**src/rtl/fidv_pkg.sv**
```systemverilog
// Shared types and constants for the fixed-point divider verification helpers:
// default width, reconstruction FSM states, and op/rounding encodings.
package fidv_pkg;

    localparam int FIDV_WIDTH_DEFAULT = 32;

    typedef enum logic [1:0] {
        IDLE = 2'd0,
        MUL  = 2'd1,
        ADD  = 2'd2,
        DONE = 2'd3
    } fidv_recon_state_t;

    // Op encoding matches the divider's reconstruct/product selector
    typedef enum logic {
        OP_RECON   = 1'b0,
        OP_PRODUCT = 1'b1
    } fidv_op_t;

    typedef enum logic [1:0] {
        RND_TRUNC   = 2'd0,
        RND_FLOOR   = 2'd1,
        RND_CEIL    = 2'd2,
        RND_NEAREST = 2'd3
    } fidv_rnd_t;

endpackage

```
**src/rtl/fidv_recon_if.sv**
```systemverilog
// Operand/result handshake bundle for fidv_recon; master drives operands and
// out_ready, slave (the reconstructor) drives in_ready and the result.
interface fidv_recon_if
    import fidv_pkg::*;
#(
    parameter int WIDTH = FIDV_WIDTH_DEFAULT
) ();

    logic                 in_valid;
    logic                 in_ready;
    logic [WIDTH-1:0]     Q;
    logic [WIDTH-1:0]     D;
    logic [WIDTH-1:0]     R;
    logic                 op;
    logic [2*WIDTH-1:0]   N_exp;
    logic                 out_valid;
    logic                 out_ready;
    logic [2*WIDTH-1:0]   N;
    logic                 rem_err;
    logic                 mismatch;

    modport master (
        output in_valid, Q, D, R, op, N_exp, out_ready,
        input  in_ready, out_valid, N, rem_err, mismatch
    );

    modport slave (
        input  in_valid, Q, D, R, op, N_exp, out_ready,
        output in_ready, out_valid, N, rem_err, mismatch
    );

endinterface

```
**src/rtl/fidv_mac_step.sv**
```systemverilog
// One radix-2 shift-add multiply step: conditionally accumulate the shifted
// multiplicand on the multiplier LSB, then advance both operands by one bit.
module fidv_mac_step
    import fidv_pkg::*;
#(
    parameter int WIDTH = FIDV_WIDTH_DEFAULT
) (
    input  logic [2*WIDTH-1:0] acc,
    input  logic [2*WIDTH-1:0] mcand,
    input  logic [WIDTH-1:0]   mplier,
    output logic [2*WIDTH-1:0] acc_next,
    output logic [2*WIDTH-1:0] mcand_next,
    output logic [WIDTH-1:0]   mplier_next
);

    assign acc_next    = mplier[0] ? (acc + mcand) : acc;
    assign mcand_next  = mcand << 1;
    assign mplier_next = mplier >> 1;

endmodule

```
**src/rtl/fidv_recon.sv**
```systemverilog
// Numerator reconstructor N = Q*D (+ R) for divider self-checking, built as a
// bit-serial multiplier FSM. Optional N_exp comparison: FIDV_RECON_CHECK_EN.
module fidv_recon
    import fidv_pkg::*;
#(
    parameter int WIDTH = FIDV_WIDTH_DEFAULT
) (
    input  logic         clk,
    input  logic         reset,
    fidv_recon_if.slave  bus
);

    localparam int CW = (WIDTH > 1) ? $clog2(WIDTH) : 1;
    localparam logic [CW-1:0] LAST_STEP = CW'(WIDTH - 1);

    fidv_recon_state_t  state;
    logic [CW-1:0]      step_cnt;
    logic [2*WIDTH-1:0] acc;
    logic [2*WIDTH-1:0] mcand;
    logic [WIDTH-1:0]   mplier;
    logic [WIDTH-1:0]   d_cap;
    logic [WIDTH-1:0]   r_cap;
    fidv_op_t           op_cap;

    logic               idle_rdy;
    logic               res_vld;
    logic [2*WIDTH-1:0] res_n;
    logic               res_rem_err;

    logic [2*WIDTH-1:0] acc_next;
    logic [2*WIDTH-1:0] mcand_next;
    logic [WIDTH-1:0]   mplier_next;
    logic [2*WIDTH-1:0] addend;
    logic [2*WIDTH-1:0] sum;

    fidv_mac_step #(.WIDTH(WIDTH)) u_step (
        .acc         (acc),
        .mcand       (mcand),
        .mplier      (mplier),
        .acc_next    (acc_next),
        .mcand_next  (mcand_next),
        .mplier_next (mplier_next)
    );

    // Product-only mode skips the remainder term; the sum can never overflow 2*WIDTH bits
    assign addend = (op_cap == OP_RECON) ? {{WIDTH{1'b0}}, r_cap} : '0;
    assign sum    = acc + addend;

`ifdef FIDV_RECON_CHECK_EN
    logic [2*WIDTH-1:0] nexp_cap;
    logic               res_mismatch;

    always_ff @(posedge clk) begin
        if (reset) begin
            nexp_cap     <= '0;
            res_mismatch <= 1'b0;
        end else if (state == IDLE && idle_rdy && bus.in_valid) begin
            nexp_cap     <= bus.N_exp;
        end else if (state == ADD) begin
            res_mismatch <= (sum != nexp_cap);
        end
    end

    assign bus.mismatch = res_mismatch;
`else
    logic unused_nexp;
    assign unused_nexp  = ^bus.N_exp;
    assign bus.mismatch = 1'b0;
`endif

    always_ff @(posedge clk) begin
        if (reset) begin
            state       <= IDLE;
            step_cnt    <= '0;
            acc         <= '0;
            mcand       <= '0;
            mplier      <= '0;
            d_cap       <= '0;
            r_cap       <= '0;
            op_cap      <= OP_RECON;
            idle_rdy    <= 1'b1;
            res_vld     <= 1'b0;
            res_n       <= '0;
            res_rem_err <= 1'b0;
        end else begin
            case (state)
                IDLE: begin
                    if (idle_rdy && bus.in_valid) begin
                        acc      <= '0;
                        mcand    <= {{WIDTH{1'b0}}, bus.D};
                        mplier   <= bus.Q;
                        d_cap    <= bus.D;
                        r_cap    <= bus.R;
                        op_cap   <= fidv_op_t'(bus.op);
                        step_cnt <= '0;
                        idle_rdy <= 1'b0;
                        state    <= MUL;
                    end
                end
                // Always WIDTH steps, even when the multiplier runs out of ones early
                MUL: begin
                    acc      <= acc_next;
                    mcand    <= mcand_next;
                    mplier   <= mplier_next;
                    step_cnt <= step_cnt + 1'b1;
                    if (step_cnt == LAST_STEP) begin
                        state <= ADD;
                    end
                end
                ADD: begin
                    res_n       <= sum;
                    res_rem_err <= (r_cap >= d_cap);
                    state       <= DONE;
                end
                // First DONE cycle raises out_valid; the result then holds until taken
                DONE: begin
                    if (!res_vld) begin
                        res_vld <= 1'b1;
                    end else if (bus.out_ready) begin
                        res_vld  <= 1'b0;
                        idle_rdy <= 1'b1;
                        state    <= IDLE;
                    end
                end
                default: begin
                    state    <= IDLE;
                    idle_rdy <= 1'b1;
                    res_vld  <= 1'b0;
                end
            endcase
        end
    end

    assign bus.in_ready  = idle_rdy;
    assign bus.out_valid = res_vld;
    assign bus.N         = res_n;
    assign bus.rem_err   = res_rem_err;

endmodule

```
**src/flat_wrapper.sv**
```systemverilog
// flat-port wrapper written by rule: the top's interface ports become plain ports
module fidv_recon_flat import fidv_pkg::*;
#(
    parameter int WIDTH = FIDV_WIDTH_DEFAULT
)
  (clk, reset, bus_in_valid, bus_Q, bus_D, bus_R, bus_op, bus_N_exp, bus_out_ready, bus_in_ready, bus_out_valid, bus_N, bus_rem_err, bus_mismatch);
  fidv_recon_if #(.WIDTH(WIDTH)) bus_i ();
  input  logic clk;
  input  logic reset;
  input wire logic [$bits(bus_i.in_valid)-1:0] bus_in_valid;
  input wire logic [$bits(bus_i.Q)-1:0] bus_Q;
  input wire logic [$bits(bus_i.D)-1:0] bus_D;
  input wire logic [$bits(bus_i.R)-1:0] bus_R;
  input wire logic [$bits(bus_i.op)-1:0] bus_op;
  input wire logic [$bits(bus_i.N_exp)-1:0] bus_N_exp;
  input wire logic [$bits(bus_i.out_ready)-1:0] bus_out_ready;
  output wire logic [$bits(bus_i.in_ready)-1:0] bus_in_ready;
  output wire logic [$bits(bus_i.out_valid)-1:0] bus_out_valid;
  output wire logic [$bits(bus_i.N)-1:0] bus_N;
  output wire logic [$bits(bus_i.rem_err)-1:0] bus_rem_err;
  output wire logic [$bits(bus_i.mismatch)-1:0] bus_mismatch;
  assign bus_i.in_valid = bus_in_valid;
  assign bus_i.Q = bus_Q;
  assign bus_i.D = bus_D;
  assign bus_i.R = bus_R;
  assign bus_i.op = bus_op;
  assign bus_i.N_exp = bus_N_exp;
  assign bus_i.out_ready = bus_out_ready;
  assign bus_in_ready = bus_i.in_ready;
  assign bus_out_valid = bus_i.out_valid;
  assign bus_N = bus_i.N;
  assign bus_rem_err = bus_i.rem_err;
  assign bus_mismatch = bus_i.mismatch;
  fidv_recon #(.WIDTH(WIDTH)) u_core (.clk(clk), .reset(reset), .bus(bus_i));
endmodule
```
**config.mk**
```make
export PLATFORM = sky130hd
export DESIGN_NAME = fidv_recon_flat
export DESIGN_NICKNAME = d
export VERILOG_FILES = /design/src/rtl/fidv_pkg.sv /design/src/rtl/fidv_recon_if.sv /design/src/rtl/fidv_mac_step.sv /design/src/rtl/fidv_recon.sv /design/src/flat_wrapper.sv
export SDC_FILE = /design/constraint.sdc
export NUM_CORES = 1
export LEC_CHECK = 0
export ABC_AREA = 1
export CORE_ASPECT_RATIO = 1.75
export CORE_MARGIN = 3
export CORE_UTILIZATION = 30
export DETAILED_ROUTE_END_ITERATION = 10
export SLEW_MARGIN = 20
export SYNTH_ARGS = -nofsm -noshare
export SYNTH_HDL_FRONTEND = slang
export SYNTH_SLANG_ARGS = --single-unit
export TNS_END_PERCENT = 50
```
**constraint.sdc**
```tcl
create_clock -name clk -period 3.5 [get_ports clk]
set_input_delay 0.7 -clock clk [delete_from_list [all_inputs] [get_ports clk]]
set_output_delay 0.7 -clock clk [all_outputs]
set_load 0.02 [all_outputs]
```
# After elaboration in Yosys (flattened, before gate mapping)

Cells that the tools add are included.

Output and inout bits: 68
Input bits: 165
Flip-flop bits (word level): 299

Reductions and logical operators: 9
Mux-type cells: 21
Equality and inequality tests: 9
$add $sub $neg: 3
Magnitude comparators: 1

Operators with widths:

| kind                                                | number |
|---|---|
| case mux 64 bit (2 select lines)                    | 2 |
| 2-to-1 mux 64 bit                                   | 3 |
| adder 64 bit                                        | 2 |
| 2-to-1 mux 32 bit                                   | 2 |
| case mux 32 bit (2 select lines)                    | 1 |
| greater-or-equal comparator 32 bit                  | 1 |
| case mux 5 bit (2 select lines)                     | 1 |
| 2-to-1 mux 2 bit                                    | 4 |
| != test 2 x 1 -> 1 bit, second input constant       | 4 |
| case mux 2 bit (4 select lines)                     | 1 |
| AND reduction 4 bit                                 | 2 |
| adder 5 x 1 -> 5 bit, second input constant         | 1 |
| equality test 5 bit, second input constant          | 1 |
| 2-to-1 mux 1 bit                                    | 5 |
| 2-to-1 mux 5 bit                                    | 1 |
| equality test 2 bit, second input constant          | 2 |
| AND reduction 2 bit                                 | 2 |
| nonzero test 2 bit                                  | 2 |
| AND reduction 3 bit                                 | 1 |
| equality test 2 x 1 -> 1 bit, second input constant | 1 |
| zero test 2 bit                                     | 1 |
| != test 2 bit, second input constant                | 1 |
| case mux 1 bit (2 select lines)                     | 1 |
| logical AND 1 bit                                   | 1 |

# Logic depth before layout (Yosys ltp)

Depth after elaboration: 3
Mapped depth: 19
Gate-level depth less buffers: 18

# Modules after synthesis

Synthesis repeated with hierarchy kept, for this count alone.

Cell total of the unflattened synthesis: 3995
Area total of the unflattened synthesis: 23194.7 um^2

Modules (own cells, without submodules):

| module        | area an instance (um^2) | times used | cells an instance | seq. area each (um^2) |
|---|---|---|---|---|
| fidv_recon    | 15960.3                 | 1          | 2469              | 5985.7 |
| fidv_mac_step | 7234.4                  | 1          | 1526              | 0.0 |

# Least setup slack after synthesis

OpenSTA, ideal clock, no wires.

Path type: register -> register
Start: register u_core.op_cap
End: register u_core.res_n[34], in the netlist u_core.bus.N[34]
Path slack: 0.967 ns
Stages on the path, launching flop included: 20
Period minus slack after synthesis: 2.533 ns
Setup time: 0.115 ns
Path buffers: 2
Data arrival time: 2.417 ns
Path through: dfxtp_1 clkbuf_1 clkbuf_1 nor2_1 ha_1 fa_1 nand3_1 nand2_1 nand2_1 nand2_1 nand2_1 nand2_1 nand2_1 nand2_1 nand2_1 nand2_1 nand2_1 nand2_1 o21ai_0 inv_1

Word-level cells in the longest chain between the ends: 2

RTL lines:

| item                   | RTL line          | text |
|---|---|---|
| from (decl)            | fidv_recon.sv:23  | `fidv_op_t op_cap;` |
| from (signal assigned) | fidv_recon.sv:94  | `op_cap <= fidv_op_t'(bus.op);` |
| 2-to-1 mux 32 bit      | fidv_recon.sv:46  | `assign addend = (op_cap == OP_RECON) ? {{WIDTH{1'b0}}, r_cap} : '0;` |
| adder 64 bit           | fidv_recon.sv:47  | `assign sum = acc + addend;` |
| to (signal assigned)   | fidv_recon.sv:111 | `res_n <= sum;` |
| to (decl)              | fidv_recon.sv:27  | `logic [2*WIDTH-1:0] res_n;` |

No other way between the ends.
A chain may end at the register's enable or synchronous reset.

# Worst setup path after layout

Start: register u_core.op_cap
End: register u_core.res_n[59], in the netlist u_core.bus.N[59]

Same word-level chain as after synthesis.

==> out/results.txt <==
The normalized max-slew margin was 0.425; the worst clock skew was 0.0321 ns. The number of cells produced by synthesis was 3642; the count of hold buffers inserted by post-cts repair was 0. The final worst-path cycle share is 0.845, and the total count of max-transition violations in the final report is 0.

The run gives 3.45 ns as the data arrival time at the worst-slack endpoint. Compared with the post-synthesis result, the final layout area differs by 18.1%. The run gives 0.59 ns as the later-pin clock latency in the skew report. The worst setup path is launched from a flop. The final core utilization was 0.360.

For the share of total power in combinational logic, the log shows 0.391. Via count of the first global-routing pass: 21600. The startpoint of the most critical setup path was u_core.op_cap.

The cell area power density came out at 571 nW/um2. Derived from the worst setup path, the maximum achievable clock frequency is 338 MHz. The area of the core was 69800 um2. The fraction of final layout cells sized beyond drive strength 1 came out at 0.0288.

The share of power burned in registers is 0.346. In the final design database the tool counted 4066 nets. Entering global routing, the biggest net connects 160 pins. The leakage component of the power is 12.4 nW, and the clock sink count is 299. The remaining number of nets flagged by the antenna check after routing is 0, and the starting utilization of the core area is 0.304.

The logs give 0 for the number of setup violations in the final report and 0 for the number of DRC violations after detailed routing. The share of synthesized flip-flops with an asynchronous set or reset is 0, and the post-synth design cell area is 21300 um2. Number of diodes added for antenna fixing: 0. In this run the mean area of a mapped cell was 5.84 um2. The met2 global-route usage was 0.390. Measured along the x axis, the die boundary spans 207 um.

For the pin with the worst max-slew slack, the measured transition is 0.862 ns. Setup repair after global routing left no endpoint under its margin. The tools report the post-synthesis net count as 3942. The switching power as a share of total power came out at 0.409. The tools report the number of warnings issued by yosys as 0.

In this run, distinct cell masters in the synthesized netlist total 39. After detailed routing, the number of vias per cell comes to 4.82. IR analysis of the VDD net gives a maximum drop of 0.000490 V. The number of endpoints with negative hold slack in the final report is 0, and the time the worst path needs with I/O delays and setup is 2.96 ns. The die covers 74200 um2.

The tree is rooted in a sky130_fd_sc_hd__clkbuf_16. For this block, the initial DRC count from the detailed router was 1763. After detailed routing, the average wire length per cell comes to 17.4 um. For the total via count in the routed design, the log shows 22600.

The initial antenna violation count is 3, and the largest fanout on the critical path is 18. The tools report the global-route wire length before repair as 124 mm. The layer with the highest usage after global routing is met2. Total wirelength of the detailed-routed design: 81.8 mm. The run gives 3.99 ns as the required arrival time at the worst endpoint. For the share of total power in the clock network, the log shows 0.263.

The post-synthesis register bit count works out to 299. The min-delay analysis places its worst path in the category reg -> reg. During I/O placement, the number of pins put on the boundary was 233. The logs give 0.234 for the met1 usage in global routing and 7810 for the number of fill cells. Sum of overflow across all layers after global routing: 0.

The standard-cell row count was 128; the share of synthesized area occupied by flip-flops and latches was 0.282. The analysis attributes to net switching a power of 0.00587 W. Most instantiated flip-flop cell in the synthesis netlist: sky130_fd_sc_hd__dfxtp_1. The library cell used most frequently in the layout, excluding fill and tap cells, is sky130_fd_sc_hd__nand2_1. The height of the die is 358 um, and the total routing usage reported by global routing is 0.214. For the number of post-CTS setup repair buffers, the log shows 0. In this run, synthesis inferred 0 flip-flops with an integrated enable.

The top cell types in the final layout, fill and taps aside, are 1204 x sky130_fd_sc_hd__nand2_1, 615 x sky130_fd_sc_hd__inv_1, 350 x sky130_fd_sc_hd__nor2_1. The number of iterations in the first detailed-routing pass is 7, and the number of gates given a new drive strength after cts is 0. The clock tree synthesis step divided the H-tree into 2 levels. The critical register-to-register path startpoint was u_core.op_cap. TritonCTS built the clock tree.

The run finished with clean final reports. In this run the tool buffered the top-level ports with 167 buffer cells. The detailed placement HPWL is 65.4 mm, and the register-to-register path setup slack is 0.54 ns.

No sink is reached through more buffers than the 3 on the longest clock path. Leaving out filler cells and counting taps, the final layout contains 4701. The congestion estimate from routability-driven global placement came to 0.973. For the cell-internal power, the log shows 0.00846 W.

The met3 capacity usage during global routing is 0.0208. The number of placed instances, taps included, is 4639. The endpoint kind of the worst setup timing path is a flop. Adding up every negative setup slack in the final design gives 0 ns.

After clock tree synthesis, the clock-pin slew on the worst setup and hold paths is 0.06 ns. The tools report the origin of the worst min-delay path as u_core.d_cap[7]. The run gives 0 as the max-capacitance violation count.

The worst setup path category is reg -> reg. Buffers inserted during clock tree synthesis total 35.
[cells by family after synthesis]
family / after synthesis / share of synthesized area
and+or+nand+nor: 1835 / 0.345
buffers and inverters: 733 / 0.130
AOI/OAI and AO/OA: 609 / 0.150
DFF: 299 / 0.282
adders and majority gates: 135 / 0.0802
xor gates and xnor gates: 30 / 0.0124
other: 1 / 0.000176
[Yosys cell counts, types with 4 or more instances]
cell type / number / area (um2)
sky130_fd_sc_hd__dfxtp_1: 299 / 5990
sky130_fd_sc_hd__buf_2: 11 / 55.1
sky130_fd_sc_hd__a21oi_1: 294 / 1470
sky130_fd_sc_hd__o21ai_0: 210 / 1050
sky130_fd_sc_hd__nand3_1: 187 / 936
sky130_fd_sc_hd__nand4_1: 23 / 144
sky130_fd_sc_hd__or2_2: 5 / 31.3
sky130_fd_sc_hd__ha_1: 133 / 1660
sky130_fd_sc_hd__nor3_1: 39 / 195
sky130_fd_sc_hd__o21bai_1: 12 / 90.1
sky130_fd_sc_hd__inv_2: 4 / 15.0
sky130_fd_sc_hd__a31oi_1: 62 / 388
sky130_fd_sc_hd__nor4_1: 10 / 62.6
sky130_fd_sc_hd__nand2_1: 1205 / 4520
sky130_fd_sc_hd__clkbuf_1: 98 / 368
sky130_fd_sc_hd__nand3b_1: 9 / 67.6
sky130_fd_sc_hd__o21ai_1: 19 / 95.1
sky130_fd_sc_hd__inv_1: 617 / 2320
sky130_fd_sc_hd__nor2_1: 350 / 1310
sky130_fd_sc_hd__xor2_1: 28 / 245
[through the flow]
| step | total power [W] | cell area (um2) | worst slack, ns | hold WS, ns |
|---|---|---|---|---|
| global route | 0.0153 | 25100 | 0.217 | 0.488 |
| finish | 0.0143 | 25100 | 0.541 | 0.458 |
| detailed placement | 0.0106 | 24000 | 0.576 | 0.452 |
| CTS | 0.0145 | 25100 | 0.654 | 0.460 |
| floorplan | 0.00851 | 21300 | 0.967 | 0.433 |
| global placement | 0.0106 | 24000 | 0.589 | 0.446 |
[power by group through the flow]
stage	clock, W	sequential (W)	combinational, W
finish	0.00377	0.00495	0.00561
global route	0.00399	0.00505	0.00629
CTS	0.00388	0.00495	0.00564
detailed placement	0	0.00501	0.00561
global placement	0	0.00501	0.00557
floorplan	0	0.00515	0.00335
[per-layer routing]
metal | wire [um] | share of wire
met1 | 31700 | 0.39
met3 | 3220 | 0.039
met5 | 0 | 0
met2 | 40200 | 0.49
met4 | 6700 | 0.082
[path summary, 6_finish.rpt]
path,end,cells after the start
worst max-delay path,u_core.bus.N[59],13
worst min-delay path,u_core.d_cap[7],2
worst max register to register,u_core.bus.N[59],13
worst min register to register,u_core.d_cap[7],2
[worst max-delay path, stage by stage, from the launching register on]
cell and delay [ns]:
sky130_fd_sc_hd__dfxtp_1 0.51, sky130_fd_sc_hd__buf_4 0.31, sky130_fd_sc_hd__nor2_1 0.08, sky130_fd_sc_hd__ha_1 0.35, sky130_fd_sc_hd__a21oi_1 0.41, sky130_fd_sc_hd__o21ai_0 0.24
sky130_fd_sc_hd__a21oi_1 0.31, sky130_fd_sc_hd__nand3_1 0.20, sky130_fd_sc_hd__nand2_1 0.15, sky130_fd_sc_hd__nand2_1 0.06, sky130_fd_sc_hd__nand2_1 0.05, sky130_fd_sc_hd__nand3_1 0.08
sky130_fd_sc_hd__nand2_1 0.07, sky130_fd_sc_hd__inv_1 0.04
[sequential cells by signal, summed over array words and instances (netlist names)]
signal	flops
u_core.acc	64
u_core.bus.N	64
u_core.mcand	64
u_core.d_cap	32
u_core.mplier	32
u_core.r_cap	32
u_core.step_cnt	5
u_core.state	2
u_core.bus.in_ready	1
u_core.bus.out_valid	1
u_core.bus.rem_err	1
u_core.op_cap	1
[cell type report]
type,count,area [um2],share of cell area
clock buffer,50,1020,0.0407
clock inverter,12,125,0.00498
inverter,621,2330,0.0929
multi-input combinational,2610,12500,0.499
sequential,299,5990,0.238
tap,910,1140,0.0453
timing repair buffer,199,1980,0.0790
Note: power is estimated with default switching activity, not from simulation.
